**src/rtl/reset_sequencer_pkg.sv**
```systemverilog
// rtl/reset_sequencer_pkg.sv - shared types and helpers for the reset sequencer
//
// Purpose: FSM state encoding and the saturating sequence-count increment.
// Ports:   none (package).

package reset_sequencer_pkg;

    typedef enum logic [1:0] {
        INIT  = 2'd0,
        PULSE = 2'd1,
        RUN   = 2'd2
    } rst_seq_state_t;

    // 8-bit increment that sticks at 255 instead of wrapping to 0.
    function automatic logic [7:0] sat_inc8(input logic [7:0] v);
        return (v == 8'hFF) ? v : v + 8'd1;
    endfunction

endpackage

```
**src/rtl/reset_sequencer.sv**
```systemverilog
// rtl/reset_sequencer.sv - multi-channel staggered post-reset pulse generator
//
// Purpose: after the external reset falls, holds every channel of rst_out high
//          for PULSE_CYCLES cycles, then releases channel k a further
//          k*STAGGER cycles later. In RUN a soft_req restarts the same sequence.
// Ports:
//   clk       in   core clock
//   reset     in   asynchronous active-high reset
//   soft_req  in   level request for a new sequence (sampled only in RUN)
//   soft_ack  out  one-cycle pulse when soft_req is accepted
//   rst_out   out  [NUM_CH] per-channel active-high downstream resets
//   busy      out  sequence in progress or pending
//   done      out  all channels released
//   seq_count out  [8] completed sequences, saturating at 255

module reset_sequencer
    import reset_sequencer_pkg::*;
#(
    parameter int NUM_CH        = 2,
    parameter int PULSE_CYCLES  = 1,
    parameter int STAGGER       = 1,
    parameter int HOLD_IN_RESET = 0
) (
    input  logic              clk,
    input  logic              reset,
    input  logic              soft_req,
    output logic              soft_ack,
    output logic [NUM_CH-1:0] rst_out,
    output logic              busy,
    output logic              done,
    output logic [7:0]        seq_count
);

    // Counter value at which the last channel releases; the counter never
    // needs to exceed it, so the width is sized to hold exactly that.
    localparam int LAST  = PULSE_CYCLES + (NUM_CH - 1) * STAGGER;
    localparam int CNT_W = $clog2(LAST + 1);

    localparam logic [CNT_W-1:0]  LAST_C   = CNT_W'(LAST);
    localparam logic [CNT_W-1:0]  CNT_ONE  = CNT_W'(1);
    localparam logic [NUM_CH-1:0] RST_IDLE = (HOLD_IN_RESET != 0) ? {NUM_CH{1'b1}} : {NUM_CH{1'b0}};

    generate
        if (NUM_CH < 1 || PULSE_CYCLES < 1 || STAGGER < 0) begin : g_bad_params
            $error("reset_sequencer: illegal parameters (NUM_CH>=1, PULSE_CYCLES>=1, STAGGER>=0)");
        end
    endgenerate

    rst_seq_state_t    state_q;
    logic [CNT_W-1:0]  cnt_q;
    logic [NUM_CH-1:0] rst_q;
    logic [NUM_CH-1:0] rst_d;
    logic              ack_q;
    logic              busy_q;
    logic              done_q;
    logic [7:0]        seq_q;

    // A channel drops when the counter reaches its own threshold and then
    // stays low; the hold term keeps it low for the rest of the sequence.
    genvar k;
    generate
        for (k = 0; k < NUM_CH; k++) begin : g_rel
            localparam logic [CNT_W-1:0] THR_C = CNT_W'(PULSE_CYCLES + k * STAGGER);
            assign rst_d[k] = rst_q[k] & (cnt_q != THR_C);
        end
    endgenerate

    always_ff @(posedge clk or posedge reset) begin
        if (reset) begin
            state_q <= INIT;
            cnt_q   <= '0;
            rst_q   <= RST_IDLE;
            ack_q   <= 1'b0;
            busy_q  <= 1'b1;
            done_q  <= 1'b0;
            seq_q   <= 8'd0;
        end else begin
            ack_q <= 1'b0;
            case (state_q)
                INIT: begin
                    state_q <= PULSE;
                    rst_q   <= '1;
                    cnt_q   <= CNT_ONE;
                end
                PULSE: begin
                    rst_q <= rst_d;
                    if (cnt_q == LAST_C) begin
                        // Last channel falls on this edge; counter parks here.
                        state_q <= RUN;
                        done_q  <= 1'b1;
                        busy_q  <= 1'b0;
                        seq_q   <= sat_inc8(seq_q);
                    end else begin
                        cnt_q <= cnt_q + CNT_ONE;
                    end
                end
                RUN: begin
                    if (soft_req) begin
                        ack_q   <= 1'b1;
                        state_q <= PULSE;
                        rst_q   <= '1;
                        cnt_q   <= CNT_ONE;
                        done_q  <= 1'b0;
                        busy_q  <= 1'b1;
                    end
                end
                default: begin
                    state_q <= INIT;
                end
            endcase
        end
    end

    assign soft_ack  = ack_q;
    assign rst_out   = rst_q;
    assign busy      = busy_q;
    assign done      = done_q;
    assign seq_count = seq_q;

endmodule

```
**config.mk**
```make
export PLATFORM = sky130hd
export DESIGN_NAME = reset_sequencer
export DESIGN_NICKNAME = d
export VERILOG_FILES = /design/src/rtl/reset_sequencer_pkg.sv /design/src/rtl/reset_sequencer.sv
export SDC_FILE = /design/constraint.sdc
export NUM_CORES = 1
export LEC_CHECK = 0
export ABC_AREA = 1
export CORE_MARGIN = 1
export CORE_UTILIZATION = 50
export DETAILED_ROUTE_END_ITERATION = 12
export PLACE_DENSITY_LB_ADDON = 0.08
export SLEW_MARGIN = 0
export SYNTH_ARGS = -nofsm -noshare
export SYNTH_HDL_FRONTEND = slang
export SYNTH_SLANG_ARGS = --single-unit
```
**constraint.sdc**
```tcl
create_clock -name clk -period 1.3 [get_ports clk]
set_input_delay 0.26 -clock clk [delete_from_list [all_inputs] [get_ports clk]]
set_output_delay 0.26 -clock clk [all_outputs]
set_load 0.02 [all_outputs]
```
# [Word level (Yosys, flattened, before mapping)]
# Index checks and enable logic that the tools add are counted.
[word_totals] inputBits=3 reg_bits=17
[op_classes] mux=15 reduce_logical=8 n_eq_ne=9 add_sub_neg=2 bitwise_logic=3
[ops] operator="$pmux 2 s3" n=3
[ops] operator="$reduce_and 3->1" n=3
[ops] operator="$add 8x1->8 const B" n=1
[ops] operator="$eq 8x8->1 const B" n=1
[ops] operator="$mux 2" n=4
[ops] operator="$ne 2x2->1 const B" n=4
[ops] operator="$mux 1" n=6
[ops] operator="$eq 2x2->1 const B" n=2
[ops] operator="$pmux 1 s2" n=2
[ops] operator="$reduce_and 2->1" n=2
[ops] operator="$reduce_bool 3->1" n=1
[ops] operator="$add 2x1->2 const B" n=1
[ops] operator="$and 1x1->1" n=2
[ops] operator="$eq 2x1->1 const B" n=1
[ops] operator="$logic_not 2->1" n=1
[ops] operator="$ne 2x1->1 const B" n=1
[ops] operator="$reduce_bool 2->1" n=1
[ops] operator="$not 1->1" n=1

# [Longest topological paths before layout]
# Gate-level depths: netlist of the first run.
[logic_depth] word_depth=3 depth_mapped=8

# [Worst setup path after synthesis of the first run]
# OpenSTA, ideal clock, no wires.
[synth_path] path_type="flip-flop to flip-flop" start="reg seq_q[1] (netlist: seq_count[1])" end="reg seq_q[6] (netlist: seq_count[6])" t_arrival_ps=1186 n_path_buf=0 stages_incl_launch_ff=9 synth_period_minus_slack_ps=1303 slack_ps=-3 cell_sequence="dfrtp_1 ha_1 nand3_2 clkinv_2 nand2_4 nand2_4 inv_4 nand2_1 nand2_1"
[synth_via] elab_chain_cells=3 elab_cells_between_ends=4 classes_between="add/sub (1); eq/ne (1); bitwise (1); reduce/logical (1)"
[synth_rtl] item="start, declared" line="reset_sequencer.sv:56" source="logic [7:0] seq_q;"
[synth_rtl] item="start signal, assigned" line="reset_sequencer.sv:92" source="seq_q <= sat_inc8(seq_q);"
[synth_rtl] item="parallel branches: the longest is 3 deep, another holds $add 8x1->8"
# Several ways; the timed one is not identified.
# A chain may end at the register's enable or synchronous reset.

# [Worst setup path in the final report of the first run]
[layout_path] start="reg seq_q[6] (netlist: seq_count[6])" end="out seq_count[6]"
[layout_lines] item="end, declared" line="reset_sequencer.sv:31" source="output logic [7:0] seq_count"
# No word-level cell between the ends.

==> run summary, run 1 <==
The biggest fanout along the worst timing path came out at 2. The count of fill cells added during filler insertion is 129. The core area is ~1600 µm². Power spread over the standard cell area amounts to 1820 nW/µm².

For this run, the top clock speed supported by timing is about 0.79 GHz. The fraction of layout instances using a drive strength above 1 came out at approximately 24%. TritonCTS built the clock tree.

The cell count after synthesis is approximately 110. The first detailed-routing pass took 8 iterations. Global routing consumed, over all layers together, between 20% and 30% of the routing resources.

The placer congestion estimate came out at 0.779. The count of hold-fix buffers inserted at cts came out at 0. The arrival time at the worst endpoint is approximately 1.0 ns. The die outline height is between 40 and 50 µm.

The total detailed-routing wirelength came out at between 1.5 and 2 mm. The worst setup path is captured at an output port. The flop and latch count out of synthesis is 17.

Summed over all nets, the half-perimeter wirelength after detailed placement is around 1.3 mm. The cell area after synthesis is ~870 µm². The post-route antenna net violation count came out at 0. The total power is 0.00206 W. The horizontal die dimension is around 44 µm. The signal on the critical path passes through dlygate4sd2_1. The total inserted antenna cells came out at 0. The iteration-0 DRC count of the detailed router came out at 17. The number of antenna violations at the first check in global routing is 0.

The number of DRC violations after detailed routing came out at 2. The clock buffer count from CTS is 3. The kind of start point of the critical path is a flop.

The fraction of the yosys area taken by sequential cells came out at about half. At the pin with the least slew margin, the transition time is 0.252 ns. Dividing the final minimum period by the clock period gives a little over nine tenths. The number of max-cap violations is 0. The finished cells cover ~1100 µm². The critical path is of the flop to output port type. The layout overhead on the synthesized area came out at 30.1%.

The path class of the tightest hold or removal check is input pin to async pin. The run finished, with violations left. The worst hold slack came out at roughly 0.26 ns.

The number of sinks on the clock net is 17. The checks that failed: design-rule violations. The pin count of the biggest net entering global routing is 18.

The number of hold-slack violations in the final timing report is 0. The layout net count came out at 142. The delay of the slowest critical-path stage came out at 0.39 ns.

The number of H-tree levels came out at 1. The number of global-route vias before repair came to 700. The count of pins over their slew limit came to 0. The first global-routing pass estimated 2.86 mm of wire.

The top-level port count came out at 16. Leaving out fill and tap cells, the most frequent cells in the layout are sky130_fd_sc_hd__nand2_1, sky130_fd_sc_hd__dfrtp_1, sky130_fd_sc_hd__inv_1. The root cell of the clock tree is sky130_fd_sc_hd__clkbuf_4. The routed layout has roughly 750 vias. The worst pin sits at a relative slew slack of 83.0%. The final setup violation count came out at 0. The number of nets in the synthesized netlist is 112. Using the TritonRoute via totals, the vias-per-cell ratio works out to 4.95. The clock period could shrink to 1.27 ns.

Between clock sinks in the finished design, the worst skew comes to around 0.0016 ns. The count of standard-cell rows came out at 14. The area of the die is ~1900 µm². The maximum resistive drop on vdd is 1160 µV. The sum of overflow across all layers after global routing came out at 0.

The maximum buffer depth of the clock tree is 2. Data on the critical path is required at its endpoint by approximately 1.0 ns. The post-detailed-route wirelength per cell is 10.9 µm.

The slowest stage of the critical path is the sky130_fd_sc_hd__dfrtp_1 cell. Once placement finished, the instance area stood at between 1000 and 1500 µm². The post-synthesis area per instance is slightly above 8 µm².

For flop-to-flop paths, the worst setup slack is 0.06 ns. Counting distinct cell types in the post-synthesis netlist gives 22. The initial utilization of the core area, before any placement, comes to a little under three fifths.

Counting both buffers and inverters, the worst setup path holds a total of 1. The leakage power came out at about 0.60 nW. The clock transition time at the flip-flop clock pins of the worst setup and hold paths came out at approximately 0.10 ns. On the critical path the largest part of the delay comes from flip-flops. Leaving out fill and tap cells, the most frequent cell in the layout is sky130_fd_sc_hd__nand2_1.

Setup repair after global routing could not meet its margin everywhere. The number of input and output port buffers inserted is 15. The number of synthesis warnings came out at 0. The worst-skew pair later-pin latency is 0.30 ns.
## where the power goes
part           leakage, nW  switching [W]  internal (W)
Sequential           0.209       0.000115      0.000692
Combinational        0.374       0.000584      0.000384
Clock               0.0177       0.000171      0.000115
## worst paths after layout
path	start	to	depth (start not counted)
setup / recovery	seq_count[6]$_DFFE_PP0P_	seq_count[6]	1
hold / removal	reset	seq_count[2]$_DFFE_PP0P_	3
setup reg to reg	seq_count[1]$_DFFE_PP0P_	seq_count[1]$_DFFE_PP0P_	8
hold reg to reg	busy$_DFFE_PP1P_	busy$_DFFE_PP1P_	2
max in group asynchronous	reset	busy$_DFFE_PP1P_	3
min in group clk	busy$_DFFE_PP1P_	busy$_DFFE_PP1P_	2
## what timing repair did
item,in CTS,in global routing
endpoints found under the setup margin,14,16
cloned,0,0
setup buffers,0,1
pin swaps,0,2
resized for setup,18,10
## cell families (layout without fill, tap and decap cells)
family / after synthesis / count (layout) / share of synthesized area, %
and+or+nand+nor: 59 / 59 / 31.4
DFF: 17 / 17 / 48.9
buffers and inverters: 16 / 45 / 7.32
AOI/OAI and AO/OA: 9 / 9 / 6.03
adders and majority gates: 3 / 3 / 4.30
xor gates and xnor gates: 2 / 2 / 2.01
## metal layers
metal / share of wire (%) / GRT usage (%) / up-vias
li1: - / - / 390
met1: 47 / 25.8 / 329
met2: 45 / 33.7 / 23
met3: 5.3 / 5.42 / 5
met4: 2.2 / 11.3 / 0
met5: 0 / 0 / -
## cells in the mapped netlist
library cell | count | area [µm²]
sky130_fd_sc_hd__ha_1 | 3 | 37.5
sky130_fd_sc_hd__clkinv_2 | 1 | 5.00
sky130_fd_sc_hd__xnor2_1 | 1 | 8.76
sky130_fd_sc_hd__inv_2 | 1 | 3.75
sky130_fd_sc_hd__nand2_2 | 2 | 12.5
sky130_fd_sc_hd__nand3_2 | 1 | 10.0
sky130_fd_sc_hd__o21ai_1 | 1 | 5.00
sky130_fd_sc_hd__nand2_1 | 40 | 150
sky130_fd_sc_hd__a21bo_2 | 1 | 10.0
sky130_fd_sc_hd__o21ai_0 | 6 | 30.0
sky130_fd_sc_hd__nand2_4 | 2 | 22.5
sky130_fd_sc_hd__nor2_4 | 2 | 22.5
sky130_fd_sc_hd__inv_1 | 13 | 48.8
sky130_fd_sc_hd__nand4_1 | 1 | 6.26
sky130_fd_sc_hd__nor2_2 | 1 | 6.26
sky130_fd_sc_hd__dfrtp_1 | 16 | 400
sky130_fd_sc_hd__xor2_1 | 1 | 8.76
sky130_fd_sc_hd__o31ai_1 | 1 | 7.51
sky130_fd_sc_hd__dfstp_2 | 1 | 26.3
sky130_fd_sc_hd__nor2_1 | 5 | 18.8
sky130_fd_sc_hd__inv_4 | 1 | 6.26
sky130_fd_sc_hd__nand3_1 | 5 | 25.0
## through the flow
stage	setup WS, ns	cells	utilization (%)	setup TNS, ns
6_report	0.0307	151	72.8	0
5_1_grt	-0.0330	151	72.8	-0.155
4_1_cts	0.00754	150	71.8	0
3_5_place_dp	-0.0571	146	71.3	-0.0632
3_3_place_gp	-0.0524	146	71.3	-0.0524
2_1_floorplan	0.00181	106	-	0
## flip-flops by register name (all words and copies together) (netlist names)
name       flops
busy           1
rst_out        2
done           1
seq_count      8
soft_ack       1
cnt_q          2
state_q        2
## final cells by class
class                           count  area (µm²)  area share, %
Clock buffer                        3        22.5           1.98
Clock inverter                      1        5.00          0.441
Inverter                           16        63.8           5.62
Multi-Input combinational cell     73         387           34.1
Sequential cell                    17         428           37.7
Tap cell                           16        20.0           1.76
Timing Repair Buffer               25         209           18.4
Power figures use the tool's default switching activity.
==> inputs of run 2 (changes only) <==
TNS_END_PERCENT = 10   (was not set)
==> run summary, run 2 (synthesis gave the netlist of run 1 again) <==
The count of hold-fix buffers inserted at cts came out at 0 (unchanged). The maximum buffer depth of the clock tree came out at 2 (unchanged). The actual slew at the worst max-slew pin is 0.252 ns (unchanged). The total global-route track usage is 21.0% (unchanged).

The kind of start point of the critical path is a flop. The critical path depth in cells is 1 (unchanged). The critical path required time is 1.04 ns (about the same).

The top-level port count is 16 (unchanged). The number of cells in the design after placement was 146 (unchanged). The endpoint of the worst register-to-register path is seq_count[1]$_DFFE_PP0P_. The number of input and output port buffers inserted is 15 (unchanged). The placer congestion estimate is 0.779 (unchanged).

The number of H-tree levels is 1 (unchanged). TritonCTS built the clock tree. The setup path with the least slack is of type flop to output port. The number of sinks on the clock net came out at 17 (unchanged). The clock buffer count from CTS is 3 (unchanged). The biggest fanout along the worst timing path is 2 (unchanged). The number of iterations in the first detailed-routing pass is 8 (unchanged).

In this run the worst setup path terminates at seq_count[6]. The HPWL reported at the end of detailed placement came to 1.25 mm (unchanged). The leading cell type in the layout, fill and taps excluded is sky130_fd_sc_hd__nand2_1. The ratio of routed vias to standard cells is 4.95 (unchanged). The final instance count without filler cells came out at 151 (unchanged). The clock transition time at the flip-flop clock pins of the worst setup and hold paths came out at 0.10 ns (about the same). The worst-skew pair later-pin latency came out at 0.30 ns (about the same). The count of standard-cell rows is 14 (unchanged). The worst-case reg-to-reg path depth is 8 (unchanged). The period utilization is 97.6% (unchanged). The post-detailed-route wirelength per cell is 10.9 µm (unchanged).

The checks that failed: design-rule violations. The number of DRC violations after detailed routing is 2 (unchanged). The worst setup path is captured at an output port. The count of fill cells added during filler insertion is 129 (unchanged).

The number of max-cap violations came out at 0 (unchanged). The number of antenna violations at the first check in global routing came out at 0 (unchanged). The fraction of layout instances using a drive strength above 1 came to 24.4% (unchanged).

The total power is 0.00206 W (unchanged). The setup skew after layout came out at 0.00162 ns (unchanged). The worst register-to-register path begins at seq_count[1]$_DFFE_PP0P_.

The layout overhead on the synthesized area was 30.1% (unchanged). The flow ran to the end, but the final reports show violations. The root cell of the clock tree is sky130_fd_sc_hd__clkbuf_4. The pin count of the biggest net entering global routing came to 18 (unchanged). The starting density of the core came out at 55.9% (unchanged).

The iteration-0 DRC count of the detailed router is 17 (unchanged). The final setup violation count was 0 (unchanged). The delay of the slowest critical-path stage is 0.39 ns (about the same).

The sum of overflow across all layers after global routing came out at 0 (unchanged). The arrival time at the worst endpoint was 1.01 ns (about the same). The worst max-slew margin expressed relative to the limit came out at 83.0% (unchanged). The wire length of the first global-routing pass is 2.86 mm (unchanged). Among cell families on the critical path, the largest total delay comes from flip-flops.

The area of the die is 1920 µm² (unchanged). The worst hold path belongs to the class input pin to async pin. The minimum setup slack among reg-to-reg paths came to 0.06 ns (about the same). The count of pins over their slew limit came to 0 (unchanged). The post-route core utilization came out at 72.8% (unchanged). The core area is 1560 µm² (unchanged). The cell area after placement came to 1110 µm² (unchanged).

The peak clock frequency supported by timing came out at 0.788 GHz (unchanged). The horizontal die dimension is 43.8 µm (unchanged). The slowest stage of the critical path is the sky130_fd_sc_hd__dfrtp_1 cell. The total inserted antenna cells is 0 (unchanged). The layout net count is 142 (unchanged). The ratio of total power to cell area came out at 1820 nW/µm² (unchanged). The total detailed-routing wirelength was 1.65 mm (unchanged). The die outline height is 43.8 µm (unchanged). Setup repair after global routing could not meet its margin everywhere. Tracing the worst setup path back leads to its startpoint at seq_count[6]$_DFFE_PP0P_. The final instance area is 1130 µm² (unchanged). The worst path buffer plus inverter count came out at 1 (unchanged). The number of global-route vias before repair is 700 (unchanged).

The number of hold-slack violations in the final timing report was 0 (unchanged). The signal on the critical path passes through dlygate4sd2_1. The post-route minimum period is 1.27 ns (unchanged). The number of flip-flops in the largest register is 8 (unchanged). The via total after detailed routing came out at 747 (unchanged).

The post-route antenna net violation count is 0 (unchanged). The maximum resistive drop on vdd was 1160 µV (unchanged). The top cell types in the final layout, fill and taps aside, are sky130_fd_sc_hd__nand2_1, sky130_fd_sc_hd__dfrtp_1, sky130_fd_sc_hd__inv_1.

The leakage power came to 0.601 nW (unchanged).
run 2: cell counts in the layout (fill, tap and decap cells not counted):
Identical to the previous run, type by type.
run 2: worst min-delay path, stage by stage:
cell,delay (ns)
sky130_fd_sc_hd__clkdlybuf4s50_1,0.39
sky130_fd_sc_hd__inv_1,0.05
sky130_fd_sc_hd__buf_4,0.23
run 2: worst min path at each step:
stage / to / cells past startpoint / from / slack [ns]
3_3_place_gp: busy$_DFFE_PP1P_ / 2 / busy$_DFFE_PP1P_ / 0.45
2_1_floorplan: cnt_q[0]$_DFFE_PP0P_ / 1 / reset / 0.19
6_report: seq_count[2]$_DFFE_PP0P_ / 3 / reset / 0.26
5_1_grt: done$_DFFE_PP0P_ / 3 / reset / 0.29
4_1_cts: seq_count[4]$_DFFE_PP0P_ / 3 / reset / 0.27
3_5_place_dp: busy$_DFFE_PP1P_ / 2 / busy$_DFFE_PP1P_ / 0.45
run 2: final cells by class:
class                   count  area (µm²)  area share [%]
multi-input cells          73         387            34.1
well taps                  16        20.0            1.76
clock inverters             1        5.00           0.441
clock buffers               3        22.5            1.98
repair buffers             25         209            18.4
inverters                  16        63.8            5.62
flip-flops and latches     17         428            37.7
run 2: report_power, final:
part           total, W  switching, W  internal [W]
combinational  0.000969      0.000584      0.000384
sequential     0.000808      0.000115      0.000692
clock          0.000286      0.000171      0.000115
run 2: metrics by stage:
stage	TNS, ns	hold slack [ns]	setup WS, ns
final	0	0.261	0.0307
after global routing	-0.155	0.288	-0.0330
after CTS	0	0.269	0.00754
after detailed placement	-0.0632	0.452	-0.0571
after global placement	-0.0524	0.453	-0.0524
after floorplan	0	0.185	0.00181
run 2: what timing repair did:
item                       CTS  global route
setup endpoints to repair   14            16
pin swaps                    0             2
cloned                       0             0
buffers inserted             0             1
gates resized for setup     18            10
run 2: metal layers:
layer  up-vias  track usage, %  share of wire (%)
met5         -               0                  0
met4         0            11.3                2.2
met3         5            5.42                5.3
met2        23            33.7                 45
met1       329            25.8                 47
li1        390               -                  -
